`config.mk`:
```
export PLATFORM = sky130hd
export DESIGN_NAME = avalon_arg_top
export DESIGN_NICKNAME = d
export VERILOG_FILES = /design/src/rtl/avalon_arg_top.sv
export SDC_FILE = /design/constraint.sdc
export NUM_CORES = 1
export LEC_CHECK = 0
export ABC_AREA = 1
export ABC_CLOCK_PERIOD_IN_PS = 2800
export CORE_AREA = 3 3 207 209
export DETAILED_ROUTE_END_ITERATION = 6
export DIE_AREA = 0 0 210 212
export PLACE_DENSITY_LB_ADDON = 0.25
export RECOVER_POWER = 25
export SLEW_MARGIN = 20
export SYNTH_ARGS = -nofsm -noshare
export SYNTH_HDL_FRONTEND = slang
export SYNTH_SLANG_ARGS = --single-unit
```
`constraint.sdc`:
```
create_clock -name clock -period 2.8 [get_ports clock]
set_input_delay 0.56 -clock clock [delete_from_list [all_inputs] [get_ports clock]]
set_output_delay 0.56 -clock clock [all_outputs]
set_load 0.01 [all_outputs]
```
`src/rtl/avalon_arg_top.sv`:
```
// Accelerator shell: Avalon-MM slave register file in front of a square-by-accumulation engine,
// plus a 2-entry sticky debug flag array on its own io_ port set.
// Ports: clock/reset (async, active-low); io_S_AVALON_* word-addressed slave with 1-cycle registered
// readdata; io_raddr/io_waddr/io_wen/io_rdata debug flags (set-only, combinational read).
// Latency: readdata follows address by one cycle; a run of N takes max(N,1) cycles in RUN.
// Backpressure: none; the slave never stalls, and writes to read-only or unmapped words are dropped.
module avalon_arg_top #(
  parameter int ADDR_W     = 9,
  parameter int DATA_W     = 32,
  parameter int NUM_ARGIN  = 2,
  parameter int NUM_ARGOUT = 2
) (
  input  logic              clock,
  input  logic              reset,
  input  logic [ADDR_W-1:0] io_S_AVALON_address,
  input  logic              io_S_AVALON_chipselect,
  input  logic              io_S_AVALON_write,
  input  logic              io_S_AVALON_read,
  input  logic [DATA_W-1:0] io_S_AVALON_writedata,
  output logic [DATA_W-1:0] io_S_AVALON_readdata,
  input  logic              io_raddr,
  input  logic              io_waddr,
  input  logic              io_wen,
  output logic              io_rdata
);

  // Word map: 0 COMMAND, 1 STATUS, then ARGIN block, then ARGOUT block.
  localparam int ADDR_CMD       = 0;
  localparam int ADDR_STATUS    = 1;
  localparam int ADDR_ARGIN_LO  = 2;
  localparam int ADDR_ARGOUT_LO = ADDR_ARGIN_LO + NUM_ARGIN;

  typedef enum logic [1:0] {
    ST_IDLE = 2'd0,
    ST_RUN  = 2'd1,
    ST_DONE = 2'd2
  } state_t;

  state_t            state_q, state_d;
  logic [DATA_W-1:0] cmd_q;
  logic [DATA_W-1:0] argin_q  [NUM_ARGIN];
  logic [DATA_W-1:0] argout_q [NUM_ARGOUT];
  logic [DATA_W-1:0] n_q, acc_q, cnt_q;
  logic [DATA_W-1:0] acc_nxt, cnt_nxt;
  logic [DATA_W-1:0] rd_mux;
  logic [DATA_W-1:0] status;
  logic [1:0]        flag_q;
  logic              start, step, finish;

  // The bus qualifiers are part of the interface but do not gate transfers.
  logic unused_inputs;
  assign unused_inputs = io_S_AVALON_chipselect ^ io_S_AVALON_read;

  assign acc_nxt = acc_q + n_q;
  assign cnt_nxt = cnt_q + 1'b1;
  assign status  = {{(DATA_W-2){1'b0}}, state_q == ST_RUN, state_q == ST_DONE};

  // Next-state logic. Abort (enable dropped) takes priority over completion.
  // N==0 finishes after one RUN cycle; acc stays 0 because it adds N==0.
  always_comb begin
    state_d = state_q;
    start   = 1'b0;
    step    = 1'b0;
    finish  = 1'b0;
    case (state_q)
      ST_IDLE: begin
        if (cmd_q[0]) begin
          state_d = ST_RUN;
          start   = 1'b1;
        end
      end
      ST_RUN: begin
        if (!cmd_q[0]) begin
          state_d = ST_IDLE;
        end else begin
          step = 1'b1;
          if (cnt_nxt == n_q || n_q == '0) begin
            state_d = ST_DONE;
            finish  = 1'b1;
          end
        end
      end
      ST_DONE: begin
        if (!cmd_q[0]) state_d = ST_IDLE;
      end
      default: state_d = ST_IDLE;
    endcase
  end

  always_ff @(posedge clock or negedge reset) begin
    if (!reset) begin
      state_q <= ST_IDLE;
      n_q     <= '0;
      acc_q   <= '0;
      cnt_q   <= '0;
      for (int i = 0; i < NUM_ARGOUT; i++) argout_q[i] <= '0;
    end else begin
      state_q <= state_d;
      if (start) begin
        // N is captured here so later ARGIN0 writes cannot disturb this run.
        n_q   <= argin_q[0];
        acc_q <= '0;
        cnt_q <= '0;
      end
      if (step) begin
        acc_q <= acc_nxt;
        cnt_q <= cnt_nxt;
      end
      if (finish) begin
        argout_q[0] <= acc_nxt;
        argout_q[1] <= cnt_nxt;
      end
    end
  end

  // Host-writable registers.
  always_ff @(posedge clock or negedge reset) begin
    if (!reset) begin
      cmd_q <= '0;
      for (int i = 0; i < NUM_ARGIN; i++) argin_q[i] <= '0;
    end else if (io_S_AVALON_write) begin
      if (io_S_AVALON_address == ADDR_W'(ADDR_CMD)) cmd_q <= io_S_AVALON_writedata;
      for (int i = 0; i < NUM_ARGIN; i++) begin
        if (io_S_AVALON_address == ADDR_W'(ADDR_ARGIN_LO + i)) argin_q[i] <= io_S_AVALON_writedata;
      end
    end
  end

  always_comb begin
    rd_mux = '0;
    if (io_S_AVALON_address == ADDR_W'(ADDR_CMD))    rd_mux = cmd_q;
    if (io_S_AVALON_address == ADDR_W'(ADDR_STATUS)) rd_mux = status;
    for (int i = 0; i < NUM_ARGIN; i++) begin
      if (io_S_AVALON_address == ADDR_W'(ADDR_ARGIN_LO + i)) rd_mux = argin_q[i];
    end
    for (int i = 0; i < NUM_ARGOUT; i++) begin
      if (io_S_AVALON_address == ADDR_W'(ADDR_ARGOUT_LO + i)) rd_mux = argout_q[i];
    end
  end

  // readdata tracks address every cycle regardless of the read strobe.
  always_ff @(posedge clock or negedge reset) begin
    if (!reset) io_S_AVALON_readdata <= '0;
    else        io_S_AVALON_readdata <= rd_mux;
  end

  // Debug flags are sticky: only reset clears them.
  always_ff @(posedge clock or negedge reset) begin
    if (!reset)      flag_q <= '0;
    else if (io_wen) flag_q[io_waddr] <= 1'b1;
  end

  assign io_rdata = flag_q[io_raddr];

endmodule

```
==> qor.yml <==
outcome:
  status: "finished with violations"
  violations: "max-capacitance violations, max-slew violations"
floorplanning:
  die-area_sq_um: 44500
  die_x_um: 210
  ios: 82
  coreArea_sq_um: 41000
  fp-row-count: 74
  floorplan.initialDensity_pct: 36.9
  die_y_um: 212
cells_and_area:
  multi_input_area_sq_um: 6860
  areaGrowthSynthToFinish_pct: 23.5
  diodes: 0
  register_area_sq_um: 7310
  nets: 2220
  fin_area_sq_um: 18700
  drive_gt1_share_pct: 11.0
  fillers: 4114
place:
  placed_area_sq_um: 17200
  routabilityCongestion: 0.906
  port_buffers: 79
  dp_hpwl_um: 33500
  dp_slack_ns: -0.0630
min_path:
  hp-class: "reg2reg"
  whs_path_depth: 2
grt:
  grt_antenna_before_repair: 0
  overflow: 0
  grt_pass1_wl_um: 72700
  grt_pass1_vias: 13300
  grt.total_usage_pct: 20.5
  grt_max_degree: 72
sta:
  period_needed_ns: 2.70
  slew_viol_final: 62
  fmax_mhz: 371
  worstMarginPinSlew_ns: 1.73
  setup_ws_ns: 0.104
  clock_skew_ns: 0.0161
  setup_viol: 0
  hold_viol: 0
  holdWs_ns: 0.460
  fin_crit_sh_pct: 96.3
  relSlewSlack_pct: -15.4
synthesis:
  synth_top_area_share_pct: 48.2
  synthArstFlopShare_pct: 100
  synthesis.area_sq_um: 15100
  synthTopCellsByArea: "dfrtp_1 (48%), nand2_1 (16%), o21ai_0 (6.0%)"
  syn_avg_cell_area_sq_um: 7.67
  ys_warn_count: 0
  ys_seq_area_share_pct: 48.2
  synth_cells: 1976
  synth_ff_type: "dfrtp_1"
  ys_ff_latch: 292
  synth_edf_count: 0
  synth_nets: 2058
  synth_cell_types: 40
  synth_top_cell_by_area: "dfrtp_1"
clock_tree:
  clk_latency_ns: 0.58
  clockBufferDepth: 3
  cts-root-buf: "clkbuf_16"
  cts_htree_levels: 1
  clock-sinks: 292
  tritoncts: "yes"
  cts_made_buffers: 31
  clkSlewWorstSetupHoldPaths_ns: 0.06
critical_path:
  arrival_ns: 3.15
  cp-end-kind: "flop"
  cp-start-kind: "flop"
  reg2regPathDepth: 20
  critPathKind: "reg2reg"
  cp.required_ns: 3.26
  crit_fanout: 11
drt:
  drc: 0
  ant_nets: 0
  drt_iter0_markers: 1212
  wirelength_um: 47500
  via_per_inst: 5.12
  route.detailed.wl_per_inst_um: 17.7
  first_pass_iters: 7
  num_vias: 13800
power_and_ir_drop:
  power_mw: 9.04
  p_leak_nw: 9.44
  cellPowerDensity_nw_per_um2: 483
  ir_worst_vdd_mv: 0.451
flow_run:
  cap_viol_max_count: 1
-- synth_stat cells, types with 11 or more instances --
| cell | instances |
|---|---|
| nand4_1 | 18 |
| inv_1 | 233 |
| nand3_1 | 170 |
| dfrtp_1 | 292 |
| nand2_1 | 654 |
| a221oi_1 | 29 |
| nor2_1 | 131 |
| a21oi_1 | 38 |
| o21ai_0 | 182 |
| xor2_1 | 32 |
| ha_1 | 32 |
| o22ai_1 | 24 |
| clkbuf_1 | 58 |
| a22o_1 | 11 |
| nor3_1 | 11 |
-- placed cells by master, fill, tap and decap left out, types with 8 or more instances in the layout --
| cell | instances |
|---|---|
| nor2_1 | 113 |
| clkbuf_16 | 34 |
| buf_12 | 14 |
| dfrtp_1 | 289 |
| a221oi_1 | 29 |
| buf_6 | 11 |
| inv_1 | 233 |
| a21oi_1 | 38 |
| clkdlybuf4s50_1 | 77 |
| nor3_1 | 10 |
| nor2_2 | 18 |
| o21ai_0 | 180 |
| nand3_1 | 164 |
| nand4_1 | 18 |
| o22ai_1 | 24 |
| nand2_2 | 17 |
| xor2_1 | 29 |
| buf_4 | 90 |
| a22o_1 | 11 |
| ha_1 | 31 |
| nand2_1 | 634 |
| nor2_4 | 8 |
-- worst max-delay path, stage by stage (launching register included) --
cell and delay (ns):
dfrtp_2 0.44, buf_6 0.13, inv_1 0.11, nor2_4 0.06
buf_12 0.14, buf_6 0.12, nand3_1 0.09, nand2_1 0.08
nand2_2 0.08, nand2_1 0.05, nand2_1 0.08, nand2_2 0.05
nor2_2 0.17, nand3_2 0.10, nor2_2 0.14, nand3_2 0.10
nand2_4 0.14, nand2_8 0.12, buf_6 0.23, nand2_1 0.07
nand2_1 0.05
-- kinds of logic after synthesis --
family | synth area share [%]
multiplexers | 0.0743
XOR/XNOR | 2.26
buffers and inverters | 8.09
flip-flops | 48.2
AND/OR/NAND/NOR | 27.3
adder cells (fa/ha/maj) | 2.78
AO/OA/AOI/OAI | 11.3
-- through the flow --
step	TNS, ns	instances	util, %
after global placement	-0.0123	2617	42.0
after floorplan	0	1976	-
after global routing	-1.12	2689	45.6
after detailed placement	-0.0768	2617	42.0
after CTS	0	2670	44.5
final	0	2689	45.6
-- where the power goes --
group	switching [mW]	total (mW)	internal, mW	leakage [nW]
logic	0.410	0.608	0.198	4.89
clock network	1.74	4.13	2.39	0.494
registers	0.0321	4.30	4.27	4.06
-- registers in the layout (all words and copies together) (netlist names) --
register,flops
cnt_q,32
n_q,32
argin_q,64
argout_q,64
state_q,2
cmd_q,32
acc_q,32
flag_q,2
io_S_AVALON_readdata,32
-- metal layers --
layer / global-route usage [%] / share of wire [%]
met1: 30.1 / 49
met5: 0 / 0
met3: 2.21 / 4.5
met2: 32.6 / 44
met4: 5.28 / 2.4
-- path summary, 6_finish.rpt --
check,start,endpoint,slack [ns]
worst min-delay path,flag_q[0]$_DFFE_PN0P_,flag_q[0]$_DFFE_PN0P_,0.46
min in group asynchronous,reset,argout_q[8]$_DFFE_PN0P_,1.01
max in group asynchronous,reset,cnt_q[0]$_DFFE_PN0P_,0.39
worst max-delay path,cnt_q[0]$_DFFE_PN0P_,argout_q[50]$_DFFE_PN0P_,0.10
worst max register to register,cnt_q[0]$_DFFE_PN0P_,argout_q[50]$_DFFE_PN0P_,0.10
worst min register to register,flag_q[0]$_DFFE_PN0P_,flag_q[0]$_DFFE_PN0P_,0.46
-- layout make-up --
cell class	instances	share of cell area (%)
Sequential cell	292	39.1
Tap cell	532	3.56
Inverter	236	4.74
Clock inverter	13	0.823
Clock buffer	39	4.52
Timing Repair Buffer	201	10.6
Multi-Input combinational cell	1376	36.7
-- what timing repair did --
item | CTS | global route
buffers inserted | 0 | 13
pin swaps | 1 | 26
resized for setup | 4 | 66
gates cloned | 0 | 6
setup endpoints to repair | 62 | 69
hold buffers | 1 | 0
hold endpoints to repair | 58 | 0
Note: power is estimated with default switching activity, not from simulation.
